## config.mk

```make
export PLATFORM = sky130hd
export DESIGN_NAME = outport_arbiter
export DESIGN_NICKNAME = d
export VERILOG_FILES = /design/src/rtl/noc_pkg.sv /design/src/rtl/rr_arbiter.sv /design/src/rtl/outport_arbiter.sv
export SDC_FILE = /design/constraint.sdc
export NUM_CORES = 1
export LEC_CHECK = 0
export CAP_MARGIN = 25
export CELL_PAD_IN_SITES_DETAIL_PLACEMENT = 1
export CELL_PAD_IN_SITES_GLOBAL_PLACEMENT = 1
export CORE_MARGIN = 10
export CORE_UTILIZATION = 37
export CTS_BUF_LIST = sky130_fd_sc_hd__clkbuf_4
export CTS_CLUSTER_SIZE = 25
export DETAILED_ROUTE_END_ITERATION = 12
export PLACE_DENSITY = 0.8
export SYNTH_ARGS = -nofsm -noshare
export SYNTH_HDL_FRONTEND = slang
export SYNTH_SLANG_ARGS = --single-unit
```

## constraint.sdc

```tcl
create_clock -name clk -period 4.9 [get_ports clk]
set_input_delay 0.98 -clock clk [delete_from_list [all_inputs] [get_ports clk]]
set_output_delay 0.98 -clock clk [all_outputs]
set_load 0.02 [all_outputs]
```

## src/rtl/noc_pkg.sv

```systemverilog
// Shared NoC router definitions: port count, flit width and the flit type
// used by both the input queues and the output-port arbiter.
package noc_pkg;

  localparam int NUM_PORTS = 5;
  localparam int FLIT_W    = 16;
  localparam int CNT_W     = 16;

  typedef logic [FLIT_W-1:0] flit_t;

  typedef enum logic {
    SLOT_EMPTY = 1'b0,
    SLOT_FULL  = 1'b1
  } slot_state_e;

  function automatic int wrap_add(input int a, input int b, input int n);
    int s;
    s = a + b;
    return (s >= n) ? s - n : s;
  endfunction

endpackage

```

## src/rtl/rr_arbiter.sv

```systemverilog
// Round-robin grant selection: the first set request at or after ptr,
// wrapping modulo N, wins.
module rr_arbiter #(
  parameter int N     = noc_pkg::NUM_PORTS,
  parameter int IDX_W = (N > 1) ? $clog2(N) : 1
) (
  input  logic [N-1:0]     req,
  input  logic [IDX_W-1:0] ptr,
  output logic [N-1:0]     grant,
  output logic [IDX_W-1:0] idx,
  output logic             found
);
  import noc_pkg::*;

  // Walk offsets from farthest to nearest so the closest requester to ptr
  // is the last one written and therefore wins.
  always_comb begin
    grant = '0;
    idx   = '0;
    found = 1'b0;
    for (int off = N - 1; off >= 0; off--) begin
      if (req[wrap_add(int'(ptr), off, N)]) begin
        found = 1'b1;
        idx   = IDX_W'(wrap_add(int'(ptr), off, N));
        grant = N'(1) << wrap_add(int'(ptr), off, N);
      end
    end
  end

endmodule

```

## src/rtl/outport_arbiter.sv

```systemverilog
// Output port of a NoC router: round-robin pops one input queue per free
// cycle into a single-entry output register and counts delivered flits.
module outport_arbiter #(
  parameter int NUM_PORTS = noc_pkg::NUM_PORTS,
  parameter int FLIT_W    = noc_pkg::FLIT_W
) (
  input  logic                        clk,
  input  logic                        rst,
  input  logic [NUM_PORTS-1:0]        req_i,
  input  logic [NUM_PORTS*FLIT_W-1:0] data_i,
  output logic [NUM_PORTS-1:0]        pop_o,
  output logic [FLIT_W-1:0]           data_o,
  output logic                        valid_o,
  input  logic                        ready_i,
  output logic [noc_pkg::CNT_W-1:0]   flit_cnt_o
);
  import noc_pkg::*;

  localparam int IDX_W = (NUM_PORTS > 1) ? $clog2(NUM_PORTS) : 1;

  slot_state_e          state;
  logic [IDX_W-1:0]     ptr;
  logic [IDX_W-1:0]     grant_idx;
  logic [NUM_PORTS-1:0] grant;
  logic                 found;
  logic                 slot_free;
  logic                 do_grant;

  rr_arbiter #(
    .N     (NUM_PORTS),
    .IDX_W (IDX_W)
  ) u_rr (
    .req   (req_i),
    .ptr   (ptr),
    .grant (grant),
    .idx   (grant_idx),
    .found (found)
  );

  // The slot frees up in the same cycle downstream takes the held flit,
  // which is what allows one flit per cycle back-to-back.
  assign slot_free = (state == SLOT_EMPTY) || ready_i;
  assign do_grant  = slot_free && found && !rst;
  assign pop_o     = do_grant ? grant : '0;
  assign valid_o   = (state == SLOT_FULL);

  always_ff @(posedge clk or posedge rst) begin
    if (rst) begin
      state      <= SLOT_EMPTY;
      data_o     <= '0;
      ptr        <= '0;
      flit_cnt_o <= '0;
    end else begin
      if (valid_o && ready_i) begin
        flit_cnt_o <= flit_cnt_o + 1'b1;
      end
      if (do_grant) begin
        state  <= SLOT_FULL;
        data_o <= data_i[grant_idx*FLIT_W +: FLIT_W];
        ptr    <= IDX_W'(wrap_add(int'(grant_idx), 1, NUM_PORTS));
      end else if (ready_i) begin
        state <= SLOT_EMPTY;
      end
    end
  end

endmodule

```

## After elaboration in Yosys (flattened, before gate mapping)

Index checks and enable logic that the tools add are counted.

| storage, ports and cells | value |
|---|---|
| flip-flop bits (word level) | 36 |
| latch bits | 0 |
| RAM bits | 0 |
| bits in read-only memories | 0 |
| logic and storage cells | 79 |
| memories kept | 0 |

| cells by class | value |
|---|---|
| add/sub/neg operators | 12 |
| multiply operators | 0 |
| divide/modulo/power cells | 0 |
| order comparisons | 11 |
| equal/unequal tests | 0 |
| shift-type cells | 6 |
| multiplexer cells | 39 |
| bitwise operators | 1 |
| reduce and logical (&&, ||, !) cells | 6 |

Operators by type and width:

| kind | number |
|---|---|
| 32-bit by 5-bit less-than comparator with 1-bit output (second input constant) | 5 |
| 32-bit two-way mux | 5 |
| 1-bit by 32-bit << shifter with 5-bit output (first input constant) | 5 |
| 32-bit by 4-bit subtractor with 32-bit output (second input constant) | 4 |
| 32-bit by 4-bit greater-or-equal comparator with 1-bit output (second input constant) | 3 |
| 80-bit by 8-bit indexed part select with 16-bit output | 1 |
| 5-bit two-way mux | 6 |
| 3-bit two-way mux | 6 |
| 1-bit two-way mux | 17 |
| 16-bit by 1-bit adder with 16-bit output (second input constant) | 1 |
| 1-bit binary-select mux with 3-bit select | 5 |
| 3-bit by 1-bit adder with 4-bit output (second input constant) | 2 |
| 3-bit by 2-bit adder with 4-bit output (second input constant) | 2 |
| 4-bit by 3-bit greater-or-equal comparator with 1-bit output (second input constant) | 2 |
| 3-bit by 3-bit adder with 4-bit output (second input constant) | 1 |
| 3-bit by 3-bit subtractor with 4-bit output (second input constant) | 1 |
| 3-bit greater-or-equal comparator (second input constant) | 1 |
| 1-bit logical AND | 3 |
| 3-bit subtractor (second input constant) | 1 |
| 2-bit nonzero test | 1 |
| 1-bit logical NOT | 1 |
| 1-bit logical OR | 1 |
| 1-bit NOT | 1 |

## Longest topological paths before layout

Gate-level depths: netlist of run 1.

| depth | value |
|---|---|
| depth after elaboration | 14 |
| gate-level depth with buffers | 20 |

## Hierarchy

Synthesis of run 1 repeated with hierarchy kept, for this count alone.

| second synthesis, totals | value |
|---|---|
| cells, all modules | 448 |
| area total of the unflattened synthesis | 3933.8 um^2 |

By module, submodules not included:

| module | instances | cells each | area each (um^2) |
|---|---|---|---|
| outport_arbiter | 1 | 184 | 2134.5 |
| rr_arbiter | 1 | 264 | 1799.2 |

## Worst setup path before layout of run 1

No wires, ideal clock.

| path | value |
|---|---|
| kind | register -> output |
| start | reg ptr[0] |
| end | out pop_o[4] |
| arrival | 3829 ps |
| path slack | 91 ps |
| stages on the path, launching flop included | 16 |
| buffers on the path | 5 |
| cells stage by stage | dfrtp_1 > buf_6 > inv_2 > buf_2 > ha_1 > ha_1 > buf_2 > or2_1 > o21ai_1 > o311ai_1 > or2_1 > and4b_1 > a311oi_2 > buf_4 > buf_2 > nor3b_1 |

| on the way | value |
|---|---|
| longest elaborated chain between the ends | 14 |

Ends and longest elaborated chain:

| element | RTL line | source |
|---|---|---|
| start: declaration | outport_arbiter.sv:22 | `logic [IDX_W-1:0] ptr;` |
| start signal: assignment | outport_arbiter.sv:60 | `ptr <= IDX_W'(wrap_add(int'(grant_idx), 1, NUM_PORTS));` |
| 3-bit by 3-bit adder with 4-bit output | noc_pkg.sv:18 | `s = a + b;` |
| 32-bit by 4-bit subtractor with 32-bit output / 4-bit by 3-bit greater-or-equal comparator with 1-bit output (equally long branches) | noc_pkg.sv:19 | `return (s >= n) ? s - n : s;` |
| 32-bit two-way mux | noc_pkg.sv:19 |  |
| 1-bit binary-select mux with 3-bit select | rr_arbiter.sv:22 | `if (req[wrap_add(int'(ptr), off, N)]) begin` |
| 1-bit two-way mux (implied by the code) (2 in a row) | rr_arbiter.sv:22 |  |
| 1-bit two-way mux (5 in a row) | rr_arbiter.sv:22 |  |
| 1-bit logical AND (2 in a row) | outport_arbiter.sv:43 | `assign do_grant = slot_free && found && !rst;` |
| 5-bit two-way mux * | outport_arbiter.sv:44 | `assign pop_o = do_grant ? grant : '0;` |
| end: declaration | outport_arbiter.sv:11 | `output logic [NUM_PORTS-1:0] pop_o,` |

Every way passes the cells marked *; elsewhere a longest branch is shown, timed or not. The select of a mux whose other input is x is not followed.

## Worst setup path after layout of run 1

| path | value |
|---|---|
| start | reg ptr[1] |
| end | out pop_o[3] |

The elaborated chain is that of the path after synthesis.

==> results of run 1 <==
through the flow:
| stage | util | instances |
|---|---|---|
| final | 0.527 | 764 |
| after global routing | 0.527 | 764 |
| after CTS | 0.526 | 764 |
| after detailed placement | 0.518 | 756 |
| after global placement | 0.517 | 755 |
| after floorplan | - | 465 |
metal layers:
metal | share of wire | wire length (µm) | vias up
li1 | - | - | 2069
met1 | 0.39 | 6980 | 2190
met2 | 0.52 | 9210 | 122
met3 | 0.041 | 729 | 45
met4 | 0.045 | 793 | 0
met5 | 0 | 0 | -
flip-flops by register name, summed over array words and instances (netlist names):
name,count
data_o,16
flit_cnt_o,16
ptr,3
valid_o,1
cell usage in the layout, fill, tap and decap left out, drive strengths merged, types with 10 or more instances in the layout:
| cell | n |
|---|---|
| a221oi | 17 |
| a31oi | 10 |
| a21oi | 27 |
| o21ai | 22 |
| clkbuf | 10 |
| xnor2 | 18 |
| o22ai | 16 |
| ha | 23 |
| mux2i | 40 |
| inv | 20 |
| nor3 | 12 |
| nand2 | 34 |
| nand3 | 10 |
| nor2 | 28 |
| buf | 50 |
| clkdlybuf4s50 | 120 |
| dfrtp | 36 |
area by class of cell:
cell class | instances | area share
multi-input combinational | 382 | 0.527
timing repair buffer | 175 | 0.270
sequential | 36 | 0.150
tap | 143 | 0.0298
inverter | 20 | 0.0129
clock buffer | 5 | 0.00626
clock inverter | 3 | 0.00397
kinds of logic (layout without fill, tap and decap cells):
family / after synthesis / count (layout)
AO/OA/AOI/OAI: 139 / 139
XOR/XNOR: 21 / 21
adder cells (fa/ha/maj): 24 / 24
buffers and inverters: 47 / 203
flip-flops: 36 / 36
multiplexers: 49 / 49
AND/OR/NAND/NOR: 149 / 149
synthesized netlist by cell type (5+ instances only):
| master | number | area [µm²] |
|---|---|---|
| mux2i_1 | 39 | 390 |
| dfrtp_1 | 36 | 901 |
| nand2_1 | 33 | 124 |
| nor2_1 | 28 | 105 |
| a21oi_1 | 25 | 125 |
| ha_1 | 23 | 288 |
| inv_1 | 18 | 67.6 |
| o21ai_0 | 18 | 90.1 |
| xnor2_1 | 18 | 158 |
| a221oi_2 | 17 | 255 |
| o22ai_1 | 16 | 100 |
| a31oi_1 | 10 | 62.6 |
| nand3_1 | 10 | 50.1 |
| buf_2 | 9 | 45.0 |
| nor3_1 | 9 | 45.0 |
| nor2b_1 | 8 | 50.1 |
| and3_1 | 7 | 43.8 |
| buf_6 | 7 | 78.8 |
| nand2b_1 | 7 | 43.8 |
| nand4_1 | 6 | 37.5 |
| a211oi_1 | 5 | 37.5 |
| o211ai_1 | 5 | 37.5 |
repair_timing:
action / CTS / global route
gates resized for setup: 9 / 23
hold endpoints to repair: 0 / 0
buffers inserted: 0 / 0
pin swaps: 0 / 4
cloned: 0 / 0
setup endpoints to repair: 5 / 5
path summary, 6_finish.rpt:
check | from | end | slack [ns] | cells after the start
setup / recovery | ptr[1]$_DFFE_PP0P_ | pop_o[3] | 0.19 | 14
hold / removal | flit_cnt_o[15]$_DFFE_PP0P_ | flit_cnt_o[15]$_DFFE_PP0P_ | 0.48 | 1
setup reg to reg | ptr[1]$_DFFE_PP0P_ | data_o[10]$_DFFE_PP0P_ | 0.45 | 13
hold reg to reg | flit_cnt_o[15]$_DFFE_PP0P_ | flit_cnt_o[15]$_DFFE_PP0P_ | 0.48 | 1
max in group asynchronous | rst | flit_cnt_o[12]$_DFFE_PP0P_ | 3.43 | 3
min in group asynchronous | rst | data_o[13]$_DFFE_PP0P_ | 1.14 | 3
==> results.ini, run 1 <==
[setup_path]
path_class = reg2out
cp_slowest_cell = ha_1
crit_arrival_ns = 3.73
path_cells = inv_1, ha_1, ha_1, or2_1, o21ai_1, o311ai_2, or2_1, nor3b_4, buf_4, nor4_2, a31o_2, a21oi_1, a31oi_1, clkbuf_2
end_kind = primary output
cp.required_ns = 3.92
cp-start-kind = flip-flop
path_max_fanout = 5
slowest_delay_ns = 0.39
crit_buf_inv = 3
cp_top_family = simple AND/OR/NAND/NOR gates

[final_layout]
fillers = 1337
stdcell_area_mm2 = 0.00599
regArea_um2 = 901
area_delta_synth_final_pct = 39.8
multi_input_area_mm2 = 0.00316
fin_nets = 732
drive_gt1_frac = 0.206
antenna_cells = 0

[timing]
rsz0062_at_grt = false
setup_violations = 0
max_freq_mhz = 212
max_slew_margin = 0.315
worst_pin_slew_ns = 1.03
hold_slack_ns = 0.478
setup_tns_ns = 0
finalHoldViolations = 0
skew_ns = 0.00722
fin_crit_ns = 4.71
finalMaxSlewViolations = 0
fin_crit_sh = 0.961
fin_ws_ns = 0.193

[global_routing]
overflow = 0
grt_usage = 0.210
grt_pass1_wl_um = 27600
grt_pass1_vias = 4767
antenna_found_initial = 1
grt-busiest-layer = met2
grt_start_max_net_pins = 37
grtUsageMet3 = 0.0339
use_met1 = 0.241
use_met2 = 0.376

[logic_synthesis]
synthArstFlopShare = 1.00
synth_compound_area_frac = 0.268
synth_nets = 577
netlist_area_mm2 = 0.00429
synth_mux_area_frac = 0.133
synth-main-ff-cell = dfrtp_1
synth_simple_gate_area_share = 0.202
syn_area_per_cell_um2 = 9.22
ys_seq_area_frac = 0.210
synth-xor-area-share = 0.0429
synth_top_family_by_area = compound AO/OA/AOI/OAI gates
synth-edff-count = 0
synth_fa_ha_area_frac = 0.0718
yosysUniqueCellTypes = 83
synthCells = 465
yosys_warnings = 0
ys_ff_latch = 36

[drt]
drc_errors = 0
drt_iter0_markers = 242
first_pass_iters = 4
totalWireLength_um = 17700
via_count = 4426
drt-vias-per-instance = 5.79
ant_nets = 0
wl_per_cell_um = 23.2

[floorplanning]
ios = 126
die_x_um = 128
rows = 39
initial_utilization = 0.377
die_area_mm2 = 0.0163
core_area_mm2 = 0.0114
die_h_um = 128

[placement]
io_buffers = 125
post-place-ws_ns = -0.0679
place_area_mm2 = 0.00589
hpwl_um = 14600
gp_congestion = 0.950

[clock_network]
htree_levels = 2
cts_sinks = 36
clock_path_buffers = 2
cts_tree = built
clkTransAtPathRegs_ns = 0.12
clk_latency_ns = 0.34
postCtsHoldBufs = 0
cts_buffers = 5
cts_root_buffer = clkbuf_4

[run_status]
status = completed

[hold_path]
worst_hold_path_type = reg2reg

[flow_run]
cap_violations = 0

Power of run 1 is left out: the tool's default activity adds up to more than one toggle a clock period on the data nets, which glitch-free logic cannot reach.
==> run 2: changes to the inputs <==
--- a/config.mk
+++ b/config.mk
@@ -8,12 +8,13 @@
 export CAP_MARGIN = 25
 export CELL_PAD_IN_SITES_DETAIL_PLACEMENT = 1
 export CELL_PAD_IN_SITES_GLOBAL_PLACEMENT = 1
+export CORE_ASPECT_RATIO = 0.8
 export CORE_MARGIN = 10
-export CORE_UTILIZATION = 37
+export CORE_UTILIZATION = 33
 export CTS_BUF_LIST = sky130_fd_sc_hd__clkbuf_4
 export CTS_CLUSTER_SIZE = 25
 export DETAILED_ROUTE_END_ITERATION = 12
-export PLACE_DENSITY = 0.8
+export PLACE_DENSITY = 0.76
 export SYNTH_ARGS = -nofsm -noshare
 export SYNTH_HDL_FRONTEND = slang
 export SYNTH_SLANG_ARGS = --single-unit
==> constraint.sdc (replaced) <==
create_clock -name clk -period 4.2 [get_ports clk]
set_input_delay 0.84 -clock clk [delete_from_list [all_inputs] [get_ports clk]]
set_output_delay 0.84 -clock clk [all_outputs]
set_load 0.02 [all_outputs]
==> results.ini, run 2 (synthesis gave the netlist of run 1 again) <==
[final_layout]
fillers = 1493  ; +12%
drive_gt1_frac = 0.351  ; +0.145
final_common_cell = buf_4
fin_nets = 818  ; +12%
final_cell_mix = buf_4, clkdlybuf4s50_1, mux2i_1
final_util = 0.544  ; +0.0169
antenna_cells = 0  ; unchanged
top_regs = data_o x16, flit_cnt_o x16, ptr x3
area_delta_synth_final_pct = 62.1

[global_routing]
grt_start_max_net_pins = 37  ; unchanged
overflow = 0  ; unchanged
grt_usage = 0.209  ; -0.000889
antenna_found_initial = 0  ; -1
grt_pass1_vias = 5311  ; +11%
grt_pass1_wl_um = 30500  ; +10%

[clock_network]
cts_root_buffer = clkbuf_4
postCtsHoldBufs = 0  ; unchanged
clkTransAtPathRegs_ns = 0.12  ; about the same
cts_tree = built
cts_buffers = 5  ; unchanged
clk_latency_ns = 0.37  ; +0.03 ns
clock_path_buffers = 2  ; unchanged
cts_sinks = 36  ; unchanged
htree_levels = 2  ; unchanged

[floorplanning]
die_h_um = 122  ; -4.5%
ios = 126  ; unchanged
core_area_mm2 = 0.0128  ; +12%
die_x_um = 147  ; +16%
rows = 37  ; -5.1%
die_area_mm2 = 0.0180  ; +10%
initial_utilization = 0.336  ; -0.0416

[setup_path]
reg2reg_slack_ns = 0.16  ; -0.29 ns
cp_top_family = buffers and inverters
crit_buf_inv = 3  ; unchanged
critPathLaunch = req_i[0]
cp_num_cells = 10  ; -4
path_common_cell = buf_4
r2r_cells = 14  ; +1
reg2reg_from = ptr[1]$_DFFE_PP0P_
cp_slowest_cell = clkdlybuf4s50_1
crit_arrival_ns = 3.57  ; -0.16 ns
path_class = in2out
cp-start-kind = input port
rr_endpoint = ptr[1]$_DFFE_PP0P_
path_max_fanout = 7  ; +2
end_kind = primary output
path_cells = clkdlybuf4s50_1, mux4_2, and2_4, a31o_4, or2_4, nor4_4, a311oi_4, buf_4, nor3b_2, buf_4
crit_end = pop_o[4]
cp.required_ns = 3.36  ; -0.56 ns
slowest_delay_ns = 0.56  ; +0.17 ns

[drt]
wl_per_cell_um = 22.5  ; -3.1%
drt_iter0_markers = 313  ; +29%
ant_nets = 0  ; unchanged
drt-vias-per-instance = 5.39  ; -6.9%
via_count = 4757  ; +7.5%
totalWireLength_um = 19800  ; +12%
first_pass_iters = 4  ; unchanged
drc_errors = 0  ; unchanged

[timing]
fin_crit_sh = 1.05
finalHoldViolations = 0  ; unchanged
hold_slack_ns = 0.496  ; +0.0184 ns
fin_ws_ns = -0.213  ; -0.406 ns
rsz0062_at_grt = true
fin_crit_ns = 4.41
max_slew_margin = 0.638  ; +0.323
skew_ns = 0.00921  ; +0.00199 ns
finalMaxSlewViolations = 0  ; unchanged
worst_pin_slew_ns = 0.541  ; -0.487 ns
max_freq_mhz = 227
setup_violations = 5  ; +5

[flow_run]
cap_violations = 0  ; unchanged

[placement]
post-place-ws_ns = -0.638  ; -0.570 ns
hpwl_um = 15700  ; +7.7%
gp_congestion = 0.977  ; +2.7%
io_buffers = 125  ; unchanged

[hold_path]
worst_hold_path_type = reg2reg
min-delay-start = flit_cnt_o[15]$_DFFE_PP0P_

[run_status]
status = complete, but fails checks
violations = setup timing

run 2: changes by cell type in the layout (fill, tap and decap cells not counted), sizes merged:
cell / before / now
clkinvlp: 2 / 1
inv: 20 / 19
clkinv: 1 / 3
clkbuf: 10 / 5
buf: 50 / 141
run 2: routing by layer:
metal	global-route usage	wire, µm	vias up
met5	0	0	-
met4	0.0278	179	0
met3	0.0252	768	18
met2	0.387	10600	94
met1	0.262	8300	2399
li1	-	-	2246
run 2: worst min path at each step:
stage	end	cells past startpoint
floorplan	flit_cnt_o[15]$_DFFE_PP0P_	1
detailed placement	flit_cnt_o[15]$_DFFE_PP0P_	1
CTS	flit_cnt_o[15]$_DFFE_PP0P_	1
global route	flit_cnt_o[15]$_DFFE_PP0P_	1
finish	flit_cnt_o[15]$_DFFE_PP0P_	1
global placement	flit_cnt_o[15]$_DFFE_PP0P_	1
run 2: layout make-up:
class | count | area [µm²] | share of cell area
multi-input combinational | 382 | 3370 | 0.484
timing repair buffer | 261 | 2320 | 0.334
sequential | 36 | 903 | 0.130
tap | 175 | 219 | 0.0315
inverter | 20 | 83.8 | 0.0121
clock buffer | 5 | 37.5 | 0.00540
clock inverter | 3 | 18.8 | 0.00270
run 2: stage by stage:
stage | TNS (ns) | instances | instance area [µm²]
floorplan | 0 | 465 | 4370
global placement | -5.68 | 856 | 6530
detailed placement | -3.88 | 857 | 6540
CTS | -0.744 | 880 | 6890
global route | -1.83 | 882 | 6950
finish | -0.889 | 882 | 6950
run 2: repair_timing:
item | CTS | global route
buffers inserted | 16 | 3
pin swaps | 19 | 12
gates resized for setup | 66 | 13
endpoints found under the setup margin | 5 | 22
Power of run 2 is left out for the same reason.
==> run 3: changes to the inputs <==
--- a/config.mk
+++ b/config.mk
@@ -5,7 +5,7 @@
 export SDC_FILE = /design/constraint.sdc
 export NUM_CORES = 1
 export LEC_CHECK = 0
-export CAP_MARGIN = 25
+export CAP_MARGIN = 20
 export CELL_PAD_IN_SITES_DETAIL_PLACEMENT = 1
 export CELL_PAD_IN_SITES_GLOBAL_PLACEMENT = 1
 export CORE_ASPECT_RATIO = 0.8
==> results.ini, run 3 (synthesis gave the netlist of run 1 again) <==
[placement]
gp_congestion = 0.977  ; unchanged
io_buffers = 125  ; unchanged
hpwl_um = 15700  ; -0.39%
post-place-ws_ns = -0.609  ; +0.0291 ns

[timing]
fin_crit_sh = 1.05  ; -0.00558
finalHoldViolations = 0  ; unchanged
max_freq_mhz = 228  ; +0.53%
max_slew_margin = 0.640  ; +0.00146
fin_crit_ns = 4.39  ; -0.0234 ns
finalMaxSlewViolations = 0  ; unchanged
hold_slack_ns = 0.497  ; +0.000593 ns
worst_pin_slew_ns = 0.540  ; -0.000447 ns
rsz0062_at_grt = true
fin_ws_ns = -0.189  ; +0.0234 ns
skew_ns = 0.00725  ; -0.00196 ns
setup_violations = 5  ; unchanged
setup_tns_ns = -0.723  ; +0.166 ns

[drt]
via_count = 4908  ; +3.2%
drt-vias-per-instance = 5.50  ; +2.0%
drc_errors = 0  ; unchanged
drt_iter0_markers = 286  ; -8.6%
first_pass_iters = 7  ; +3
wl_per_cell_um = 23.1  ; +2.9%
ant_nets = 0  ; unchanged
totalWireLength_um = 20600  ; +4.1%

[run_status]
status = complete, but fails checks
violations = setup timing

[floorplanning]
rows = 37  ; unchanged
ios = 126  ; unchanged
initial_utilization = 0.336  ; unchanged
die_area_mm2 = 0.0180  ; unchanged
core_area_mm2 = 0.0128  ; unchanged
die_x_um = 147  ; unchanged
die_h_um = 122  ; unchanged

[setup_path]
end_kind = primary output
cp.required_ns = 3.36  ; about the same
crit_buf_inv = 4  ; +1
cp_slowest_cell = dfrtp_2
cp_num_cells = 15  ; +5
critPathLaunch = ptr[1]$_DFFE_PP0P_
slowest_delay_ns = 0.41  ; -0.15 ns
path_common_cell = buf_4
r2r_cells = 17  ; +3
cp-start-kind = flip-flop
cp_top_family = simple AND/OR/NAND/NOR gates
crit_arrival_ns = 3.55  ; -0.02 ns
path_max_fanout = 5  ; -2
reg2reg_from = ptr[1]$_DFFE_PP0P_
path_cells = clkinvlp_4, ha_4, ha_4, or2_4, o21ai_4, o311ai_4, or2_1, nor3b_4, buf_4, buf_4, nor4_2, a31o_2, a21oi_1, a31oi_2, buf_4
path_class = reg2out

[final_layout]
area_delta_synth_final_pct = 67.2
final_cell_mix = buf_4, clkdlybuf4s50_1, mux2i_1
fillers = 1471  ; -1.5%
fin_nets = 828  ; +1.2%
top_regs = data_o x16, flit_cnt_o x16, ptr x3
antenna_cells = 0  ; unchanged
final_common_cell = buf_4
final_util = 0.561  ; +0.0170
drive_gt1_frac = 0.389  ; +0.0383

[hold_path]
hold_path_depth = 1  ; unchanged
worst_hold_path_type = reg2reg
min-delay-start = flit_cnt_o[15]$_DFFE_PP0P_

[clock_network]
cts_root_buffer = clkbuf_4
clock_path_buffers = 2  ; unchanged
cts_sinks = 36  ; unchanged
cts_tree = built
cts_buffers = 5  ; unchanged
htree_levels = 2  ; unchanged
postCtsHoldBufs = 0  ; unchanged
clkTransAtPathRegs_ns = 0.13  ; about the same
clk_latency_ns = 0.38  ; about the same

[global_routing]
antenna_found_initial = 0  ; unchanged
grt_usage = 0.210  ; +0.00105
grt_pass1_vias = 5295  ; -0.30%
grt_pass1_wl_um = 30300  ; -0.52%
grt_start_max_net_pins = 37  ; unchanged
overflow = 0  ; unchanged

[flow_run]
cap_violations = 0  ; unchanged

run 3: changes by cell type in the layout (fill, tap and decap cells not counted), sizes merged:
| cell | previous run | this run |
|---|---|---|
| buf | 141 | 151 |
| dlygate4sd2 | 0 | 1 |
| clkdlybuf4s50 | 120 | 119 |
run 3: through the flow:
step | cell area (µm²) | cells
3_5_place_dp | 6530 | 856
2_1_floorplan | 4370 | 465
4_1_cts | 6910 | 879
3_3_place_gp | 6530 | 856
5_1_grt | 7170 | 892
6_report | 7170 | 892
run 3: final cells by class:
class                           instances  area [µm²]  share of cell area
Clock buffer                            5        37.5             0.00523
Clock inverter                          3        18.8             0.00262
Inverter                               20        83.8              0.0117
Multi-Input combinational cell        382        3480               0.485
Sequential cell                        36         903               0.126
Tap cell                              175         219              0.0305
Timing Repair Buffer                  271        2430               0.339
run 3: repair_timing:
action                     in CTS  in global routing
gates resized for setup        80                 32
pin swaps                      24                 18
buffers inserted               19                 15
cloned                          0                  0
setup endpoints to repair      21                 23
run 3: final timing paths:
path	to	slack, ns
hold reg to reg	flit_cnt_o[15]$_DFFE_PP0P_	0.50
max in group asynchronous	ptr[1]$_DFFE_PP0P_	2.84
min in group asynchronous	flit_cnt_o[0]$_DFFE_PP0P_	0.99
hold / removal	flit_cnt_o[15]$_DFFE_PP0P_	0.50
setup / recovery	pop_o[3]	-0.19
setup reg to reg	data_o[15]$_DFFE_PP0P_	0.14
run 3: per-layer routing:
metal | up-vias | routed length, µm | global-route usage
met3 | 20 | 775 | 0.0333
met4 | 0 | 255 | 0.0476
met1 | 2492 | 8670 | 0.257
li1 | 2267 | - | -
met2 | 129 | 10900 | 0.382
met5 | - | 0 | 0
Power of run 3 is left out for the same reason.
